$ cat config.mk
export PLATFORM = sky130hd
export DESIGN_NAME = mod_addsub_pipe
export DESIGN_NICKNAME = d
export VERILOG_FILES = /design/src/rtl/mod_addsub_pipe.sv
export SDC_FILE = /design/constraint.sdc
export NUM_CORES = 1
export LEC_CHECK = 0
export ABC_AREA = 1
export CAP_MARGIN = 20
export CORE_AREA = 2 2 78 94
export DETAILED_ROUTE_END_ITERATION = 10
export DIE_AREA = 0 0 80 96
export HOLD_SLACK_MARGIN = 0.02
export PLACE_DENSITY_LB_ADDON = 0.2
export SETUP_SLACK_MARGIN = 0.5
export SLEW_MARGIN = 20
export SYNTH_ARGS = -nofsm -noshare
export SYNTH_HDL_FRONTEND = slang
export SYNTH_SLANG_ARGS = --single-unit
$ cat constraint.sdc
create_clock -name clk -period 2.5 [get_ports clk]
set_clock_uncertainty 0.15 [all_clocks]
set_input_delay 0.5 -clock clk [delete_from_list [all_inputs] [get_ports clk]]
set_output_delay 0.5 -clock clk [all_outputs]
set_load 0.02 [all_outputs]
$ cat src/rtl/mod_addsub_pipe.sv
// Two-stage pipelined modular adder/subtractor with valid/ready handshakes on both sides.
// Define MOD_ADDSUB_CORR_CNT_EN to enable the saturating correction counter on corr_cnt.
module mod_addsub_pipe #(
    parameter int unsigned WIDTH = 5,
    parameter int unsigned QMIN  = 2
) (
    input  logic             clk,
    input  logic             rst,
    input  logic             in_valid,
    output logic             in_ready,
    input  logic             op,
    input  logic [WIDTH-1:0] a,
    input  logic [WIDTH-1:0] b,
    input  logic [WIDTH-1:0] q,
    output logic             out_valid,
    input  logic             out_ready,
    output logic [WIDTH-1:0] result,
    output logic [1:0]       flags,
    output logic             range_err,
    output logic [15:0]      corr_cnt
);

    localparam int unsigned RW = WIDTH + 2;
    localparam logic [WIDTH:0] QMIN_EXT = QMIN[WIDTH:0];

    // Handshake wires
    logic w_in_fire;
    logic w_s1_adv;
    logic w_out_fire;

    // Stage 1 input-side wires
    logic signed [RW-1:0] w_a_ext;
    logic signed [RW-1:0] w_b_ext;
    logic signed [RW-1:0] w_raw;
    logic                 w_q_bad;
    logic                 w_rerr;

    // Stage 1 registers
    logic                 r_s1_valid;
    logic signed [RW-1:0] r_s1_raw;
    logic [WIDTH-1:0]     r_s1_q;
    logic                 r_s1_rerr;
    logic                 r_s1_qbad;

    // Stage 2 next-value wires
    logic signed [RW-1:0] w_q_ext;
    logic                 w_neg;
    logic                 w_ge_q;
    logic signed [RW-1:0] w_fixed;
    logic [WIDTH-1:0]     w_s2_result;
    logic [1:0]           w_s2_flags;

    // Stage 2 registers
    logic                 r_s2_valid;
    logic [WIDTH-1:0]     r_result;
    logic [1:0]           r_flags;
    logic                 r_range_err;

    // ------------------------------------------------------------------
    // Handshake and stall control
    // ------------------------------------------------------------------
    assign w_out_fire = r_s2_valid && out_ready;
    assign w_s1_adv   = r_s1_valid && (!r_s2_valid || out_ready);
    assign in_ready   = !rst && (!r_s1_valid || w_s1_adv);
    assign w_in_fire  = in_valid && in_ready;

    // ------------------------------------------------------------------
    // Stage 1: raw sum/difference and operand range check
    // ------------------------------------------------------------------
    assign w_a_ext = signed'({2'b00, a});
    assign w_b_ext = signed'({2'b00, b});

    always_comb begin
        if (op) begin
            w_raw = w_a_ext - w_b_ext;
        end else begin
            w_raw = w_a_ext + w_b_ext;
        end
    end

    assign w_q_bad = ({1'b0, q} < QMIN_EXT);
    assign w_rerr  = (a >= q) || (b >= q) || w_q_bad;

    always_ff @(posedge clk or posedge rst) begin
        if (rst) begin
            r_s1_valid <= 1'b0;
            r_s1_raw   <= '0;
            r_s1_q     <= '0;
            r_s1_rerr  <= 1'b0;
            r_s1_qbad  <= 1'b0;
        end else begin
            if (w_in_fire) begin
                r_s1_valid <= 1'b1;
                r_s1_raw   <= w_raw;
                r_s1_q     <= q;
                r_s1_rerr  <= w_rerr;
                r_s1_qbad  <= w_q_bad;
            end else if (w_s1_adv) begin
                r_s1_valid <= 1'b0;
            end
        end
    end

    // ------------------------------------------------------------------
    // Stage 2: range compare and single-step correction
    // ------------------------------------------------------------------
    assign w_q_ext = signed'({2'b00, r_s1_q});
    assign w_neg   = r_s1_raw[RW-1];
    assign w_ge_q  = (r_s1_raw >= w_q_ext);

    always_comb begin
        w_fixed = r_s1_raw;
        if (w_neg) begin
            w_fixed = r_s1_raw + w_q_ext;
        end else if (w_ge_q) begin
            w_fixed = r_s1_raw - w_q_ext;
        end
    end

    // A modulus below QMIN has no meaningful residue, so the result is forced to zero.
    always_comb begin
        w_s2_result = w_fixed[WIDTH-1:0];
        w_s2_flags  = {w_ge_q, !w_neg};
        if (r_s1_qbad) begin
            w_s2_result = '0;
            w_s2_flags  = 2'b00;
        end
    end

    always_ff @(posedge clk or posedge rst) begin
        if (rst) begin
            r_s2_valid  <= 1'b0;
            r_result    <= '0;
            r_flags     <= 2'b00;
            r_range_err <= 1'b0;
        end else begin
            if (w_s1_adv) begin
                r_s2_valid  <= 1'b1;
                r_result    <= w_s2_result;
                r_flags     <= w_s2_flags;
                r_range_err <= r_s1_rerr;
            end else if (w_out_fire) begin
                r_s2_valid <= 1'b0;
            end
        end
    end

    assign out_valid = r_s2_valid;
    assign result    = r_result;
    assign flags     = r_flags;
    assign range_err = r_range_err;

    // ------------------------------------------------------------------
    // Optional correction counter
    // ------------------------------------------------------------------
`ifdef MOD_ADDSUB_CORR_CNT_EN
    logic        r_s2_corr;
    logic [15:0] r_corr_cnt;

    always_ff @(posedge clk or posedge rst) begin
        if (rst) begin
            r_s2_corr <= 1'b0;
        end else if (w_s1_adv) begin
            r_s2_corr <= (w_neg || w_ge_q) && !r_s1_rerr;
        end
    end

    always_ff @(posedge clk or posedge rst) begin
        if (rst) begin
            r_corr_cnt <= '0;
        end else if (w_out_fire && r_s2_corr && (r_corr_cnt != 16'hFFFF)) begin
            r_corr_cnt <= r_corr_cnt + 16'd1;
        end
    end

    assign corr_cnt = r_corr_cnt;
`else
    assign corr_cnt = 16'h0000;
`endif

endmodule

* Yosys cells after proc, flatten, opt, wreduce, memory -nomap -nowiden
Index checks and enable logic that the tools add are counted.
** Storage, ports and cells
- Output and inout bits :: 26
- Flip-flop bits (word level) :: 24
** Cells by class
- Magnitude comparators :: 4
- Reductions and logical operators :: 14
- Multiplexer cells :: 9
- Add/sub/neg operators :: 4
** Operators by type and width (number)
- 5-bit 2-to-1 mux :: 3
- 5-bit >= comparator :: 2
- 7-bit by 6-bit >= comparator with 1-bit output :: 1
- 7-bit 2-to-1 mux :: 1
- 5-bit by 5-bit adder with 6-bit output :: 1
- 5-bit by 5-bit subtractor with 6-bit output :: 1
- 5-bit adder :: 1
- 5-bit by 2-bit < comparator with 1-bit output (second input constant) :: 1
- 5-bit subtractor :: 1
- 1-bit logical AND :: 4
- 1-bit logical NOT :: 4
- 1-bit logical OR :: 4
- 1-bit 2-to-1 mux :: 4
- 2-bit nonzero test :: 2
- 2-bit 2-to-1 mux :: 1

* Depth between registers and ports, before layout
- Word-level depth :: 7
- Depth in mapped cells :: 12
- Mapped depth without buffers :: 12

* Worst setup path after synthesis
Ideal clock, no wire load.
- Path kind :: in2reg
- Start point :: input rst
- End point :: register r_s1_qbad
- Setup time :: 0.122 ns
- Data arrival time :: 1.760 ns
- Stages on the path :: 8
- Setup slack :: 0.468 ns
- Path buffers :: 2
- Cell sequence :: inv_1 -> nand2_1 -> inv_2 -> nand2_2 -> buf_2 -> buf_6 -> nand2_1 -> o21ai_1
** Between the ends
- Cells in the longest elaborated chain, start to end :: 3
** Ends and longest elaborated chain
- start: declaration :: RTL line 8 : input logic rst,
- 1-bit logical NOT (no source line)
- 1-bit logical AND :: RTL line 64 : assign in_ready = !rst && (!r_s1_valid || w_s1_adv);
- named net in_ready :: RTL line 10 : output logic in_ready,
- 1-bit logical AND :: RTL line 65 : assign w_in_fire = in_valid && in_ready;
- end signal: assignment :: RTL line 97 : r_s1_qbad <= w_q_bad;
- end: declaration :: RTL line 43 : logic r_s1_qbad;
The timed path passes the listed nets, and every way through them passes these cells.
A chain may end at the register's enable or synchronous reset.

* Final worst setup path
- Start point :: input out_ready
- End point :: output in_ready
** Between the ends
- Cells in the longest elaborated chain, start to end :: 4
** Ends and longest elaborated chain
- start: declaration :: RTL line 16 : input logic out_ready,
- 1-bit logical OR :: RTL line 63 : assign w_s1_adv = r_s1_valid && (!r_s2_valid || out_ready);
- 1-bit logical AND :: RTL line 63
- 1-bit logical OR :: RTL line 64
- 1-bit logical AND :: RTL line 64
- end: declaration :: RTL line 10
Every way passes these cells.

==> metrics.md <==
| Metric | Value |
|---|---|
| Count of clock tree sinks | 24 |
| GR Util met1 | 16.2% |
| Nets@finish | 393 |
| Post-synthesis mux area share | 0% |
| Commonest non-fill, non-tap cell in the layout | nand2_1 |
| Clock Path Buffers | 2 |
| Worst path arrival time | 1.30 ns |
| DRC Markers | 0 |
| Yosys top cell area share | 26.8% |
| Compound-gate portion of the synthesized area | 8.71% |
| N_diodes | 0 |
| RSZ-0062 raised after global routing | yes |
| Hold Crit Class | input port to asynchronous set/reset pin |
| FP Rows | 33 |
| Crit path time final | 1.95 ns |
| Pwr/cell area | 641 mW/mm^2 |
| H-tree levels | 1 |
| Peak fanout along the critical path | 2 |
| Vias in the first global route | 1842 |
| Area leader, netlist | dfrtp_1 |
| Core Region | 0.00677 mm^2 |
| Ratio of cells with drive above 1 in the final layout | 14.7% |
| Fin crit share | about four fifths |
| Cell area after synthesis | about 0.0022 mm^2 |
| Die Wd | 80 um |
| I/O pin total | 46 |
| YS warnings | 0 |
| DP HPWL | 3970 um |
| Synth Flop Type | dfrtp_1 |
| Asr flop ratio synth | 100% |
| Register area share after synthesis | between 20% and 30% |
| Setup TNS | 0 ns |
| IO Port Bufs | 29 |
| Grt ovf | 0 |
| Layout Utilization | roughly two fifths |
| Vias | 1917 |
| Grt peak-use layer | met2 |
| CTS tree | built |
| Setup violations, final | 0 |
| Outcome | finished clean |
| Clock latency on the worst-skew pair | 0.27 ns |
| GR Util met2 | 25.1% |
| Grt met3 use | under 10% |
| Largest net degree at the start of global routing | 25 |
| Commonest cells after routing, fill and taps aside | 77 x nand2_1, 37 x inv_1, 24 x dfrtp_1 |
| Syn Area/Cell | 7.33 um^2 |
| #FFs+latches synth | 24 |
| Num CTS Buffers | 3 |
| Main combinational cell family by area after synthesis | simple AND/OR/NAND/NOR gates |
| Worst setup path class | input port to primary output |
| Root Driver | clkbuf_8 |
| Post-Synth Adder-Cell Area | 19.8% |
| Final hold vios | 0 |
| Final Hold Slack | between 0.3 and 0.4 ns |
| Initial antenna violation count | 0 |
| Area grow syn2layout | 24.4% |
| Worst setup EP type | primary output |
| Drt total wl | 4940 um |
| Initial core utilization | around 33% |
| Setup Buffers After CTS | 0 |
| Slew Viols, Final | 0 |
| Avg WL per Cell | 11.6 um |
| VDD IR max | 0.304 mV |
| Max Cap Violations | 0 |
| Synth unique cells | 30 |
| Area contributors post-synth | dfrtp_1 27%, ha_1 16%, nand2_1 13% |
| Final RePlAce weighted congestion | 0.805 |
| Routed Antenna Nets | 0 |
| Die Ht | 96 um |
| Leak pwr | 0.00144 uW |
| Simple-gate share of the synthesized area | ~28% |
| EDFF count, synth | 0 |
| Setup crit start kind | input port |
| Total global-route track usage | 13.6% |
| CTS clk-pin slew, worst paths | 0.09 ns |
| Full die area | 0.00768 mm^2 |
| Cells after Synth | 306 |
| Via density | 4.50 |
| Fmax | just over 500 MHz |
| Drt first-iter violations | 67 |
| First-pass GRT wire length | 8220 um |
| Worst EP required | 1.85 ns |
| Area share of xor/xnor cells in the synthesized design | 1.56% |
| DRT Pass-1 Iters | 4 |
stage by stage:
stage / instance area [um^2] / total power [uW] / setup WS (ns) / instances
global placement: 2590 / 1430 / 0.0527 / 422
floorplan: 2300 / 1180 / 0.667 / 321
finish: 2790 / 1790 / 0.546 / 426
CTS: 2720 / 1800 / 0.486 / 426
detailed placement: 2590 / 1440 / 0.0440 / 422
global route: 2790 / 1950 / 0.426 / 426
registers in the layout, indices dropped and copies added, names as in the netlist:
register    cells
flags           2
out_valid       1
r_s1_q          5
r_s1_qbad       1
r_s1_raw        7
r_s1_rerr       1
r_s1_valid      1
range_err       1
result          5
synthesized netlist by cell type (6+ instances only):
library cell	n
nand4_1	12
o21ai_0	6
nand2_2	8
nor2_1	14
o21ai_1	10
inv_2	6
dfrtp_1	24
buf_4	16
inv_1	40
ha_1	29
nand2_1	77
nand3_1	20
a21oi_1	12
path summary, 6_finish.rpt:
check | end | from | slack, ns | depth (start not counted)
worst max-delay path | in_ready | out_ready | 0.55 | 6
worst min-delay path | r_s1_valid | rst | 0.31 | 3
worst max register to register | result[4] | r_s1_raw[1] | 0.65 | 9
worst min register to register | result[0] | result[0] | 0.33 | 2
max in group asynchronous | result[4] | rst | 1.65 | 3
min in group clk | result[0] | result[0] | 0.33 | 2
metal layers:
| layer | vias to the layer above | wire, um |
|---|---|---|
| li1 | 1019 | - |
| met5 | - | 0 |
| met3 | 7 | 166 |
| met4 | 0 | 86 |
| met2 | 38 | 2540 |
| met1 | 853 | 2140 |
cell type report:
cell class | count | area (um^2)
well taps | 87 | 109
repair buffers | 35 | 340
fillers | 730 | 3980
clock inverters | 1 | 30.0
flip-flops and latches | 24 | 601
inverters | 48 | 188
multi-input cells | 228 | 1480
clock buffers | 3 | 41.3
logic make-up (layout without fill, tap and decap cells):
logic type / Yosys count / count (layout)
AO/OA/AOI/OAI: 35 / 35
buffers and inverters: 69 / 87
XOR/XNOR: 4 / 4
adder cells (fa/ha/maj): 33 / 33
other: 1 / 16
flip-flops: 24 / 24
AND/OR/NAND/NOR: 140 / 140
power breakdown:
part	total [uW]	switching (uW)	internal (uW)	leakage (uW)
clock	343	128	214	0.0000357
sequential	551	67.5	483	0.000297
combinational	896	518	378	0.00111
repair_timing:
item	4_1_cts	5_1_grt
gates resized for setup	21	16
pin swaps	2	2
endpoints found under the setup margin	7	8
hold buffers	0	0
gates cloned	0	0
critical path, stage by stage:
cell and delay (ns):
clkdlybuf4s50_1 0.47, inv_2 0.04, nand3_2 0.05, nand2_1 0.06, inv_2 0.06, buf_6 0.11
(Power assumes the default switching activity.)
